`src/rtl/dct_mac_pkg.sv`:
```
// ---------------------------------------------------------------------------
// dct_mac_pkg : default widths, rounding constant and types for dct_mac_unit
// Rev 1.0
// ---------------------------------------------------------------------------
`default_nettype none

package dct_mac_pkg;

  localparam int DATA_W_D = 8;
  localparam int COEF_W_D = 12;
  localparam int ACC_W_D  = 24;
  localparam int FRAC_D   = 10;
  localparam int OUT_W_D  = 12;
  localparam int TERMS_D  = 8;
  localparam int PROD_W_D = DATA_W_D + COEF_W_D;

  localparam logic [ACC_W_D-1:0] ROUND_C = ACC_W_D'(1) << (FRAC_D - 1);

  typedef logic signed [DATA_W_D-1:0] sample_t;
  typedef logic signed [COEF_W_D-1:0] coef_t;
  typedef logic signed [PROD_W_D-1:0] prod_t;
  typedef logic signed [ACC_W_D-1:0]  acc_t;
  typedef logic signed [OUT_W_D-1:0]  res_t;

  // The accumulator must hold TERMS full-width products without overflow.
  function automatic bit acc_w_ok(input int acc_w, input int data_w,
                                  input int coef_w, input int terms);
    return acc_w >= data_w + coef_w + $clog2(terms);
  endfunction

endpackage

`default_nettype wire

```
`src/rtl/dct_mac_round.sv`:
```
// ---------------------------------------------------------------------------
// dct_mac_round : round-half-up, arithmetic shift by FRAC, width reduction.
// DCT_MAC_SAT_EN defined -> clamp to OUT_W range; undefined -> wrap.
// Rev 1.0
// ---------------------------------------------------------------------------
`default_nettype none

module dct_mac_round #(
  parameter int ACC_W = 24,
  parameter int FRAC  = 10,
  parameter int OUT_W = 12
) (
  input  logic [ACC_W-1:0] i_acc,
  output logic [OUT_W-1:0] o_res
);

  localparam logic [ACC_W-1:0] RND_C = ACC_W'(1) << (FRAC - 1);
  localparam int MAX_I = (1 << (OUT_W - 1)) - 1;
  localparam logic signed [ACC_W-1:0] MAX_V = ACC_W'(MAX_I);
  localparam logic signed [ACC_W-1:0] MIN_V = ACC_W'(-MAX_I - 1);

  logic [ACC_W-1:0]        w_sum;
  logic signed [ACC_W-1:0] w_shift;
  logic signed [ACC_W-1:0] w_pick;
  logic                    w_unused;

  assign w_sum   = i_acc + RND_C;
  assign w_shift = $signed(w_sum) >>> FRAC;

`ifdef DCT_MAC_SAT_EN
  always_comb begin
    w_pick = w_shift;
    if (w_shift > MAX_V)      w_pick = MAX_V;
    else if (w_shift < MIN_V) w_pick = MIN_V;
  end
`else
  assign w_pick = w_shift;
`endif

  // Wrap mode simply drops the upper bits; in clamp mode they equal the sign.
  assign o_res    = w_pick[OUT_W-1:0];
  assign w_unused = ^w_pick[ACC_W-1:OUT_W];

endmodule

`default_nettype wire

```
`src/rtl/dct_mac_unit.sv`:
```
// ---------------------------------------------------------------------------
// dct_mac_unit : 4-stage signed MAC producing one rounded DCT term per
// TERMS input pairs. Output rounding/saturation lives in dct_mac_round.
// Rev 1.0
// ---------------------------------------------------------------------------
`default_nettype none

module dct_mac_unit
  import dct_mac_pkg::*;
#(
  parameter int DATA_W = DATA_W_D,
  parameter int COEF_W = COEF_W_D,
  parameter int ACC_W  = ACC_W_D,
  parameter int FRAC   = FRAC_D,
  parameter int OUT_W  = OUT_W_D,
  parameter int TERMS  = TERMS_D
) (
  input  logic              clk,
  input  logic              rst,
  input  logic              ena,
  input  logic              clr,
  input  logic              in_valid,
  input  logic [DATA_W-1:0] din,
  input  logic [COEF_W-1:0] coef,
  output logic [OUT_W-1:0]  dout,
  output logic              out_valid
);

  localparam int PROD_W = DATA_W + COEF_W;
  localparam int CNT_W  = (TERMS > 1) ? $clog2(TERMS) : 1;
  localparam logic [CNT_W-1:0] LAST_C = CNT_W'(TERMS - 1);

  if (!acc_w_ok(ACC_W, DATA_W, COEF_W, TERMS)) begin : g_acc_w_check
    $error("dct_mac_unit: ACC_W too small for DATA_W+COEF_W+clog2(TERMS)");
  end

  logic [CNT_W-1:0]         r_cnt;
  logic signed [DATA_W-1:0] r_s0_din;
  logic signed [COEF_W-1:0] r_s0_coef;
  logic                     r_s0_valid, r_s0_first, r_s0_last;
  logic signed [PROD_W-1:0] r_s1_prod;
  logic                     r_s1_valid, r_s1_first, r_s1_last;
  logic signed [ACC_W-1:0]  r_acc;
  logic                     r_s2_last;

  logic                     w_first, w_last;
  logic signed [ACC_W-1:0]  w_prod_ext;
  logic [OUT_W-1:0]         w_res;

  assign w_first    = (r_cnt == '0);
  assign w_last     = (r_cnt == LAST_C);
  assign w_prod_ext = ACC_W'(r_s1_prod);

  always_ff @(posedge clk or posedge rst) begin
    if (rst) begin
      r_cnt      <= '0;
      r_s0_din   <= '0;
      r_s0_coef  <= '0;
      r_s0_valid <= 1'b0;
      r_s0_first <= 1'b0;
      r_s0_last  <= 1'b0;
      r_s1_prod  <= '0;
      r_s1_valid <= 1'b0;
      r_s1_first <= 1'b0;
      r_s1_last  <= 1'b0;
      r_acc      <= '0;
      r_s2_last  <= 1'b0;
    end else if (ena) begin
      if (clr) begin
        r_cnt      <= '0;
        r_s0_valid <= 1'b0;
        r_s0_first <= 1'b0;
        r_s0_last  <= 1'b0;
        r_s1_valid <= 1'b0;
        r_s1_first <= 1'b0;
        r_s1_last  <= 1'b0;
        r_s2_last  <= 1'b0;
      end else begin
        r_s0_valid <= in_valid;
        r_s0_first <= in_valid & w_first;
        r_s0_last  <= in_valid & w_last;
        if (in_valid) begin
          r_s0_din  <= din;
          r_s0_coef <= coef;
          r_cnt     <= w_last ? '0 : r_cnt + CNT_W'(1);
        end

        r_s1_prod  <= r_s0_din * r_s0_coef;
        r_s1_valid <= r_s0_valid;
        r_s1_first <= r_s0_first;
        r_s1_last  <= r_s0_last;

        // Loading on the first term keeps consecutive vectors independent.
        if (r_s1_valid) r_acc <= r_s1_first ? w_prod_ext : r_acc + w_prod_ext;
        r_s2_last <= r_s1_valid & r_s1_last;
      end
    end
  end

  // Output stage ignores clr so a finished sum is never dropped.
  always_ff @(posedge clk or posedge rst) begin
    if (rst) begin
      dout      <= '0;
      out_valid <= 1'b0;
    end else if (ena) begin
      out_valid <= r_s2_last;
      if (r_s2_last) dout <= w_res;
    end
  end

  dct_mac_round #(
    .ACC_W (ACC_W),
    .FRAC  (FRAC),
    .OUT_W (OUT_W)
  ) u_round (
    .i_acc (r_acc),
    .o_res (w_res)
  );

endmodule

`default_nettype wire

```
`config.mk`:
```
export PLATFORM = sky130hd
export DESIGN_NAME = dct_mac_unit
export DESIGN_NICKNAME = d
export VERILOG_FILES = /design/src/rtl/dct_mac_pkg.sv /design/src/rtl/dct_mac_round.sv /design/src/rtl/dct_mac_unit.sv
export SDC_FILE = /design/constraint.sdc
export NUM_CORES = 1
export LEC_CHECK = 0
export CAP_MARGIN = 20
export CORE_ASPECT_RATIO = 0.7
export CORE_UTILIZATION = 45
export CTS_CLUSTER_SIZE = 8
export DETAILED_ROUTE_END_ITERATION = 8
export GPL_TIMING_DRIVEN = 0
export PLACE_DENSITY_LB_ADDON = 0.15
export SETUP_SLACK_MARGIN = 0.05
export SKIP_CTS_REPAIR_TIMING = 1
export SLEW_MARGIN = 20
export SYNTH_ARGS = -nofsm -noshare
export SYNTH_HDL_FRONTEND = slang
export SYNTH_SLANG_ARGS = --single-unit
```
`constraint.sdc`:
```
create_clock -name clk -period 8.8 [get_ports clk]
set_input_delay 1.76 -clock clk [delete_from_list [all_inputs] [get_ports clk]]
set_output_delay 1.76 -clock clk [all_outputs]
set_load 0.03 [all_outputs]
```
**Yosys cells after proc, flatten, opt, wreduce, memory -nomap -nowiden**

Index checks and enable logic that the tools add are counted.

- Output and inout bits: 13
- Word-level logic and storage cells: 41
- Flip-flop bits (word level): 87
- Bits of input ports: 25

- Mux-type cells: 11
- Reduce and logical (&&, ||, !) cells: 7
- Eq/ne operators: 1
- $mul: 1
- Add/subtract/negate cells: 3
- Bitwise logic cells: 4

Operators with widths:

| kind | number |
|---|---|
| adder 24 x 20 -> 24 bit | 1 |
| 2-to-1 mux 24 bit | 1 |
| adder 22 x 10 -> 22 bit, second input constant | 1 |
| multiplier 8 x 12 -> 20 bit | 1 |
| 2-to-1 mux 3 bit | 3 |
| 2-to-1 mux 1 bit | 7 |
| AND reduction 2 bit | 3 |
| AND reduction 3 bit | 2 |
| adder 3 x 1 -> 3 bit, second input constant | 1 |
| AND 1 bit | 3 |
| == test 3 bit, second input constant | 1 |
| zero test 3 bit | 1 |
| nonzero test 2 bit | 1 |
| NOT 1 bit | 1 |

**Depth between registers and ports, before layout**

- Word-level depth: 4
- Mapped depth: 20
- Mapped depth without buffers: 19

**Hierarchy**

A second synthesis with hierarchy kept.

- Cell total of the unflattened synthesis: 898
- Area, all modules: 8318.0 um^2

Modules (own cells, without submodules):

| module | area an instance (um^2) | times used | cells an instance |
|---|---|---|---|
| dct_mac_unit | 8091.5 | 1 | 866 |
| dct_mac_round | 226.5 | 1 | 32 |

**Worst setup path after synthesis**

Ideal clock, no wire load.

- Path type: reg-to-reg
- From: reg r_s0_din[7]
- To: reg r_s1_prod[18]
- Period minus slack after synthesis: 4777 ps
- Data arrival time: 4708 ps
- Path slack: 4023 ps
- Cell stages (with the launch flop): 18
- Library setup time: 69 ps
- Cells stage by stage: dfrtp_1 > inv_1 > clkbuf_1 > nor2_1 > fa_1 > fa_1 > fa_1 > inv_1 > fa_1 > inv_1 > ha_1 > and2_1 > a211oi_1 > or3_1 > a41oi_2 > a21oi_1 > or4b_1 > nand3_1

- Cells in the longest elaborated chain, start to end: 1

Ends and longest elaborated chain:

| what | line | RTL |
|---|---|---|
| from (decl) | dct_mac_unit.sv:38 | `logic signed [DATA_W-1:0] r_s0_din;` |
| from (signal assigned) | dct_mac_unit.sv:83 | `r_s0_din <= din;` |
| multiplier 8 x 12 -> 20 bit | dct_mac_unit.sv:88 | `r_s1_prod <= r_s0_din * r_s0_coef;` |
| to (signal assigned) | dct_mac_unit.sv:88 |  |
| to (decl) | dct_mac_unit.sv:41 | `logic signed [PROD_W-1:0] r_s1_prod;` |

No other way between the ends.
A chain may end at the register's enable or synchronous reset.

**Final worst setup path**

- From: reg r_s0_din[7]
- To: reg r_s1_prod[19]

Same word-level chain as after synthesis.

==> results by group <==
Status
  • Status: complete, no violations

Setup path
  • Crit path required time: 9.03 ns
  • Delay-heaviest family, CP: adder cells
  • CP max stage delay: 0.54 ns
  • CP startpoint kind: flop
  • Crit Path Max Fanout: 10
  • CP Class: flop to flop
  • Crit-path cells: inv_1 -> clkbuf_1 -> nor2_1 -> fa_1 -> fa_1 -> fa_1 -> inv_1 -> fa_1 -> inv_1 -> ha_1 -> and2_1 -> a211oi_2 -> o21ai_1 -> o41ai_2 -> o21ai_1 -> a21oi_1 -> xnor2_1 -> o21ai_1
  • Most frequent CP cell: fa_1
  • Crit path capture type: flop
  • R2r setup slk: 3.41 ns
  • Critical path buffer and inverter count: 4
  • Crit-path slowest cell: fa_1
  • CP arrival: 5.63 ns

Die
  • Die area: 18300 µm²
  • Chip height: 113 µm
  • IO Pins: 38
  • Chip Width: 161 µm
  • Core area: 17200 µm²
  • FP Rows: 40
  • Initial Utilization: 0.463

Placed design
  • Port-buffer cells: 36
  • Dpl hpwl: 13.5 mm
  • GP Congestion: 0.840
  • Dpl cells: 1130

Synth
  • Sequential share of the synthesized area: 0.267
  • EDFF count, synth: 0
  • Post-Syn Nets: 1029
  • Syn Inst Count: 862
  • Distinct cells, synth: 60
  • Ys Warns: 0
  • FFs w/ async S/R, synth: 1.00
  • Main synth FF type: dfrtp_1
  • FF+latch count, synth: 85
  • Syn_area_per_cell: 9.25 µm²
  • Mapped Area: 7970 µm²

Drt
  • DRT Wirelength: 17.0 mm
  • Residual DRC: 0
  • Via Count: 5881
  • Starting DRC count in detailed routing: 345
  • DRT Pass-1 Iters: 5
  • Wire per inst: 14.8 µm
  • Drt via density: 5.13
  • Antenna Nets Post-Route: 0

Clock tree
  • Worst-path clk slew: 0.07 ns
  • TritonCTS clock tree: built
  • Htree depth: 3
  • Cts bufs inserted: 9
  • Clk sink count: 85
  • Root buf cell: clkbuf_16
  • Skew-Pair Late Insertion Delay: 0.36 ns
  • Max Root-Sink Buffers: 2

STA
  • Fmax: 185 MHz
  • Hold Vio Cnt, Final: 0
  • Min Tclk post-route: 5.39 ns
  • Setup violators final: 0
  • Slew HR: 0.445
  • RSZ-0062 raised after global routing: no
  • Final Max Tran Viols: 0
  • Clk_skew: 0.00900 ns
  • Tcrit/Tclk final: 0.613
  • Worst-Margin Slew: 0.833 ns
  • Setup TNS: 0 ns

GRT
  • Gr usage total: 0.211
  • Initial antenna violation count: 0
  • Overflow after GRT: 0
  • First-pass GRT wire length: 30.2 mm
  • Largest net degree at the start of global routing: 52
  • Vias in the first global route: 6044

Run
  • Max-cap violations: 0

Min path
  • Min-Delay Path Class: flop to flop

Final layout
  • Share of layout cells above drive strength 1: 0.0601
  • Total Nets Final: 1077
  • Final Instance Count excl. Fillers: 1146
  • Layout area overhead: 12.7%
  • Commonest non-fill, non-tap cell in the layout: inv_1
  • Most frequent cells in the layout: inv_1 (124), nand2_1 (92), dfrtp_1 (85), fa_1 (80), ha_1 (62)
  • Antenna Cells: 0
## through the flow
step                worst slack [ns]  utilization  hold slack (ns)  area (µm²)
floorplan                       4.02            -            0.454        7970
global placement                3.27        0.501            0.471        8620
detailed placement              3.45        0.502            0.475        8650
CTS                             3.40        0.522            0.491        8980
global route                    3.06        0.522            0.521        8980
finish                          3.41        0.522            0.489        8980
## Yosys cell counts, drive strengths merged (2+ instances only)
library cell / n / area, µm²
clkbuf: 27 / 101
a32o: 2 / 20.0
xnor2: 24 / 210
o21a: 3 / 22.5
ha: 62 / 776
a21oi: 47 / 246
mux2: 21 / 236
a21o: 8 / 60.1
fa: 80 / 1600
nor2b: 5 / 31.3
mux2i: 5 / 50.1
nand3: 15 / 75.1
nand2b: 4 / 27.5
o21bai: 5 / 41.3
nor3: 4 / 20.0
and2: 59 / 369
a221oi: 2 / 23.8
xor2: 22 / 193
nand2: 92 / 345
a311oi: 2 / 30.0
inv: 126 / 473
a31oi: 4 / 25.0
o22ai: 2 / 12.5
buf: 3 / 11.3
and3: 5 / 31.3
o21ai: 55 / 279
or3: 4 / 25.0
a211oi: 7 / 62.6
a22o: 2 / 17.5
nor2: 58 / 218
dfrtp: 85 / 2130
o31ai: 2 / 15.0
## final timing paths
kind,from,end,cells past startpoint
hold / removal,r_acc[2],r_acc[2],2
max in group asynchronous,rst,r_acc[17],3
setup reg to reg,r_s0_din[7],r_s1_prod[19],18
setup / recovery,r_s0_din[7],r_s1_prod[19],18
hold reg to reg,r_acc[2],r_acc[2],2
min in group asynchronous,rst,r_s0_coef[0],2
## logic make-up (layout without fill, tap and decap cells)
kind of cell	count (synthesis)	in the layout	synth area share
flip-flops	85	85	0.267
adder cells (fa/ha/maj)	142	142	0.298
AO/OA/AOI/OAI	155	155	0.125
AND/OR/NAND/NOR	252	252	0.149
buffers and inverters	156	209	0.0735
XOR/XNOR	46	46	0.0505
multiplexers	26	26	0.0360
## metal layers
| layer | part of all wire | wire length [µm] | track usage | up-vias |
|---|---|---|---|---|
| met5 | 0 | 0 | 0 | - |
| met4 | 0.0088 | 150 | 0.0428 | 0 |
| met3 | 0.040 | 688 | 0.0356 | 11 |
| met2 | 0.41 | 7030 | 0.308 | 99 |
| met1 | 0.54 | 9130 | 0.325 | 2884 |
| li1 | - | - | - | 2887 |
## flip-flops by register name, summed over array words and instances, names as in the netlist
register    count
r_cnt           3
r_s0_coef      12
r_s1_valid      1
r_s0_din        8
r_s1_prod      20
dout           12
r_s2_last       1
out_valid       1
r_s0_valid      1
r_s1_last       1
r_acc          22
r_s1_first      1
r_s0_first      1
r_s0_last       1
## tightest hold or removal path, delay by kind of cell, from the launching register on
kind,cells,cell delay (ns)
DFF,1,0.35
AOI/OAI and AO/OA,1,0.06
and+or+nand+nor,1,0.05
## area by class of cell
type,instances,area [µm²]
clock inverter,7,104
tap,231,289
timing repair buffer,37,388
multi-input combinational,621,5260
sequential,85,2130
inverter,126,475
buffer,30,113
fill,1652,8240
clock buffer,9,225
Power is left out: the tool's default activity adds up to more than one toggle a clock period on the data nets, which glitch-free logic cannot reach.
==> patch 1, RTL diff (same settings) <==
Make the reset (`rst`) synchronous in 2 clocked blocks.
--- a/src/rtl/dct_mac_unit.sv
+++ b/src/rtl/dct_mac_unit.sv
@@ -51,7 +51,7 @@
   assign w_last     = (r_cnt == LAST_C);
   assign w_prod_ext = ACC_W'(r_s1_prod);
 
-  always_ff @(posedge clk or posedge rst) begin
+  always_ff @(posedge clk) begin
     if (rst) begin
       r_cnt      <= '0;
       r_s0_din   <= '0;
@@ -98,7 +98,7 @@
   end
 
   // Output stage ignores clr so a finished sum is never dropped.
-  always_ff @(posedge clk or posedge rst) begin
+  always_ff @(posedge clk) begin
     if (rst) begin
       dout      <= '0;
       out_valid <= 1'b0;
Behaviour: no difference found for any inputs over 10 cycles, from zero or initial values and one cycle with rst high; that may be too few to reach the edited logic, so the function may still have changed.
==> patch 1 against the unedited design <==
Fmax decreased by 1.3%; critical path type unchanged; synthesized area increased by 0.11%; core utilization decreased by 0.40 points; sequential cell count unchanged; count of clock-buffer cells in the layout unchanged; die area increased by 0.11%; routed wire length increased by 15%; non-clock buffer count increased by 15; sequential share of layout area decreased by 4.6 points; cell area decreased by 0.47%; worst setup slack got worse by 70 ps.
Power is left out: it rests on default switching activity, and per cell area and clock period it moved more than threefold.
==> patch 1: results <==
metrics = {
    "yosys": {
        "ys_top_cells_by_count": "nand2_1, inv_1, dfxtp_1",
        "yosysSeqAreaShare_pct": 21.33,
        "synthTopCellsByArea": "dfxtp_1, fa_1, ha_1",
        "yosys.cell_types.count": 54,
        "syn-num-nets": 1132,
        "yosys_warnings": 0,
        "async_flop_share_pct": 0,
    },
    "cells_and_area": {
        "antenna_cells": 0,
        "nNetsFinal": 1180,
        "drive_gt1_share_pct": 3.045,
        "nFillCells": 1681,
        "reg_top3": "r_acc: 22 flops, r_s1_prod: 20 flops",
    },
    "setup_path": {
        "worst_path_largest_cell_delay_ps": 540,
        "crit_fanout": 10,
        "rr_startpoint": "r_s0_din[7]$_SDFFE_PP0P_",
        "cp_slowest_cell": "fa_1",
        "regToRegSetupSlack_ps": 3340,
        "r2r_end": "r_s1_prod[19]$_SDFFE_PP0P_",
        "r2r_cells": 18,
        "cp_top_family": "adder cells",
        "crit_arrival_ps": 5730,
    },
    "grt": {
        "grt_pass1_wl_mm": 33.42,
        "antenna_found_initial": 0,
        "grt_use_total_pct": 23.42,
        "grt_max_degree": 16,
        "grt_pass1_vias": 6345,
        "grt-ovfl-total": 0,
    },
    "min_path": {
        "holdPathStages": 2,
        "min_to": "r_s0_first$_SDFFE_PP0P_",
        "hp-class": "reg -> reg",
        "worstHoldStart": "r_s0_first$_SDFFE_PP0P_",
    },
    "clocking": {
        "clk_pin_slew_ps": 70,
        "cts_buffers": 9,
        "clock_latency_ps": 360,
        "ctsRootBufferMaster": "clkbuf_16",
    },
    "sta": {
        "worst_slew_pin_slew_ps": 781.6,
        "hold_ws_ps": 464.9,
        "skew_ps": 10.09,
        "drv_slew": 0,
    },
    "route": {
        "dr_total_vias": 6529,
        "drtPass1Iterations": 5,
        "wl_per_cell_um": 15.61,
        "drtIter0Drc": 461,
    },
    "placement": {
        "dpl.hpwl_mm": 15.63,
        "gp_congestion": 0.9230,
        "port-buffer-count": 37,
    },
    "status": {
        "status": "finished, final reports clean",
    },
}
patch 1: area by class of cell:
| class | instances | share of cell area (%) |
|---|---|---|
| Buffer | 45 | 2.450 |
| Clock buffer | 9 | 2.520 |
| Clock inverter | 7 | 0.8121 |
| Inverter | 124 | 5.209 |
| Multi-Input combinational cell | 711 | 62.59 |
| Sequential cell | 85 | 19.04 |
| Tap cell | 231 | 3.234 |
| Timing Repair Buffer | 37 | 4.144 |
patch 1: worst register-to-register path, cell delays in order, from the launching register on:
cell and delay (ps):
dfxtp_1 390, inv_1 100, clkbuf_1 460, nor2_1 170, fa_1 540, fa_1 530, fa_1 540, inv_1 50
fa_1 530, inv_1 40, ha_1 370, and4_1 240, a211oi_1 350, a21oi_1 150, o21ai_1 270, o211ai_1 170
o21ai_1 120, xnor2_1 110, a211oi_1 250
patch 1: layer usage:
metal / part of all wire, % / track usage (%) / vias to the layer above
met5: 0 / 0 / -
met4: 1.1 / 5.031 / 0
met3: 5.0 / 4.073 / 18
met2: 39 / 32.67 / 138
met1: 55 / 37.09 / 3114
li1: - / - / 3259
patch 1: logic make-up after synthesis:
kind of cell	count (synthesis)	synth area share, %
xor gates and xnor gates	44	4.830
and+or+nand+nor	323	19.05
adders and majority gates	142	29.79
AOI/OAI and AO/OA	195	15.54
muxes	7	0.8782
buffers and inverters	169	8.578
DFF	85	21.33
patch 1: worst max-delay path by stage:
stage	to	slack, ps
2_1_floorplan	r_s1_prod[19]$_SDFFE_PP0P_	4210
3_3_place_gp	r_s1_prod[19]$_SDFFE_PP0P_	3550
3_5_place_dp	r_s1_prod[19]$_SDFFE_PP0P_	3470
4_1_cts	r_s1_prod[19]$_SDFFE_PP0P_	3430
5_1_grt	r_s1_prod[19]$_SDFFE_PP0P_	3100
6_report	r_s1_prod[19]$_SDFFE_PP0P_	3340
patch 1: per-stage QoR:
stage / instances / worst slack, ps / cell area [µm²]
2_1_floorplan: 965 / 4207 / 7979
3_3_place_gp: 1233 / 3547 / 8638
3_5_place_dp: 1233 / 3475 / 8638
4_1_cts: 1249 / 3433 / 8936
5_1_grt: 1249 / 3099 / 8936
6_report: 1249 / 3336 / 8936
==> patch 2, RTL diff (same settings) <==
Made on the original files. The option `DCT_MAC_SAT_EN` is turned on by a define.
--- a/src/rtl/dct_mac_round.sv
+++ b/src/rtl/dct_mac_round.sv
@@ -4,6 +4,8 @@
 // Rev 1.0
 // ---------------------------------------------------------------------------
 `default_nettype none
+
+`define DCT_MAC_SAT_EN
 
 module dct_mac_round #(
   parameter int ACC_W = 24,
Check against the original RTL: same outputs for any inputs over 10 cycles, from zero or initial values and one cycle with rst high; that may be too few to reach the edited logic, so the function may still have changed.
==> patch 2 against the unedited design <==
Synthesized area is 4.7% higher; routed wire length is 6.8% higher; sequential share of layout area is 0.43 points lower; clock skew is 1.6 ps lower; die area is 4.6% higher; worst setup slack worse by 74 ps; cell area is 4.2% higher; sequential cell count is 2 higher; highest routed layer unchanged.
Power is not shown: default switching activity piles up to over one toggle a cycle in this logic, so the estimate is an artifact.
==> patch 2: results <==
metrics = {
    "setup_path": {
        "regToRegSetupSlack_ps": 3330,
        "r2r_end": "r_s1_prod[18]$_DFFE_PP0P_",
        "cp_top_family": "adder cells",
        "r2r_cells": 18,
        "cp_slowest_cell": "fa_1",
        "crit_fanout": 10,
        "rr_startpoint": "r_s0_din[7]$_DFFE_PP0P_",
        "worst_path_largest_cell_delay_ps": 540,
        "crit_arrival_ps": 5690,
    },
    "placement": {
        "port-buffer-count": 37,
        "post-place-ws_ps": 3385,
        "gp_congestion": 0.8612,
        "dpl.hpwl_mm": 14.39,
    },
    "clocking": {
        "clock_path_buffers": 2,
        "clk_pin_slew_ps": 70,
        "ctsRootBufferMaster": "clkbuf_16",
        "cts_buffers": 9,
        "cts_max_level": 3,
        "clock_latency_ps": 350,
    },
    "yosys": {
        "synthTopCellsByArea": "dfrtp_1, fa_1, ha_1",
        "synth_fa_ha_area_share_pct": 28.79,
        "synth-xor-area-share_pct": 4.409,
        "ys.flop_type": "dfrtp_1",
        "synth.area.mux_share_pct": 5.189,
        "yosys_warnings": 0,
        "synth_top_family_by_area": "adder cells",
        "yosysSeqAreaShare_pct": 26.09,
        "synth_compound_area_share_pct": 13.03,
        "ys_top_cells_by_count": "inv_1, nand2_1, dfrtp_1",
        "yosys.cell_types.count": 58,
        "async_flop_share_pct": 100.0,
    },
    "status": {
        "status": "finished, final reports clean",
    },
    "grt": {
        "use_met3_pct": 3.615,
        "use_met1_pct": 33.85,
        "grt_max_degree": 61,
        "antenna_found_initial": 0,
        "grtUsageMet2_pct": 31.04,
        "grt_pass1_wl_mm": 31.56,
        "grt_pass1_vias": 6224,
        "grt_use_total_pct": 21.57,
    },
    "min_path": {
        "min_to": "dout[11]$_DFFE_PP0P_",
        "hp-class": "reg -> reg",
        "worstHoldStart": "dout[11]$_DFFE_PP0P_",
        "holdPathStages": 2,
    },
    "sta": {
        "max_slew_margin_pct": 48.91,
        "skew_ps": 7.437,
    },
    "cells_and_area": {
        "reg_top3": "r_acc: 24 flops, r_s1_prod: 20 flops",
        "drive_gt1_share_pct": 6.452,
        "antenna_cells": 0,
        "nNetsFinal": 1125,
        "nFillCells": 1713,
    },
    "route": {
        "drtPass1Iterations": 5,
        "drtIter0Drc": 398,
        "via_per_inst": 5.174,
        "drt-total-wl_mm": 18.16,
    },
}
patch 2: cells by family after synthesis:
logic type,after synthesis
mux,39
flops,87
fa+ha+maj,144
simple gates,258
compound gates,175
buf+inv,162
xor+xnor,42
patch 2: through the flow:
step           cell area, µm²  hold slack, ps  instances
2_1_floorplan            8343           453.8        907
3_3_place_gp             9009           473.4       1180
3_5_place_dp             9041           476.6       1181
4_1_cts                  9359           493.0       1197
5_1_grt                  9359           513.4       1197
6_report                 9359           486.6       1197
patch 2: layout make-up:
cell class              count  area (µm²)  share of cell area (%)
clock inverters             3       47.55                  0.5080
plain buffers              31       121.4                   1.297
well taps                 236       295.3                   3.155
multi-input cells         658        5553                   59.33
repair buffers             38       397.9                   4.251
flip-flops and latches     87        2177                   23.26
clock buffers              13       270.3                   2.888
inverters                 131       496.7                   5.307
patch 2: worst reg2reg max path: stages, from the launching register on:
cell       delay (ps)
dfrtp_1           460
inv_1             110
clkbuf_1          480
nor2_1            140
fa_1              530
fa_1              510
fa_1              540
inv_1              50
fa_1              530
inv_1              50
ha_1              310
inv_1              60
a21oi_1           160
o21ai_0           130
a21oi_1           270
o2111ai_1         240
a311oi_1          480
or3_1             180
o211ai_1           90
patch 2: per-layer routing:
layer  up-vias  part of all wire (%)  routed length (µm)
met3         7                   3.9                 717
met2        96                    40                7322
met1      3008                    55                9989
met5         -                     0                   0
li1       3082                     -                   -
met4         0                  0.69                 126
patch 2: worst max path at each step:
stage,start,endpoint,slack (ps),depth (start not counted)
floorplan,r_s0_din[7]$_DFFE_PP0P_,r_s1_prod[18]$_DFFE_PP0P_,4130,18
global placement,rst,r_s0_coef[3]$_DFFE_PP0P_,3160,2
detailed placement,r_s0_din[7]$_DFFE_PP0P_,r_s1_prod[18]$_DFFE_PP0P_,3390,18
CTS,r_s0_din[7]$_DFFE_PP0P_,r_s1_prod[18]$_DFFE_PP0P_,3360,18
global route,r_s0_din[7]$_DFFE_PP0P_,r_s1_prod[18]$_DFFE_PP0P_,2950,18
finish,r_s0_din[7]$_DFFE_PP0P_,r_s1_prod[18]$_DFFE_PP0P_,3330,18
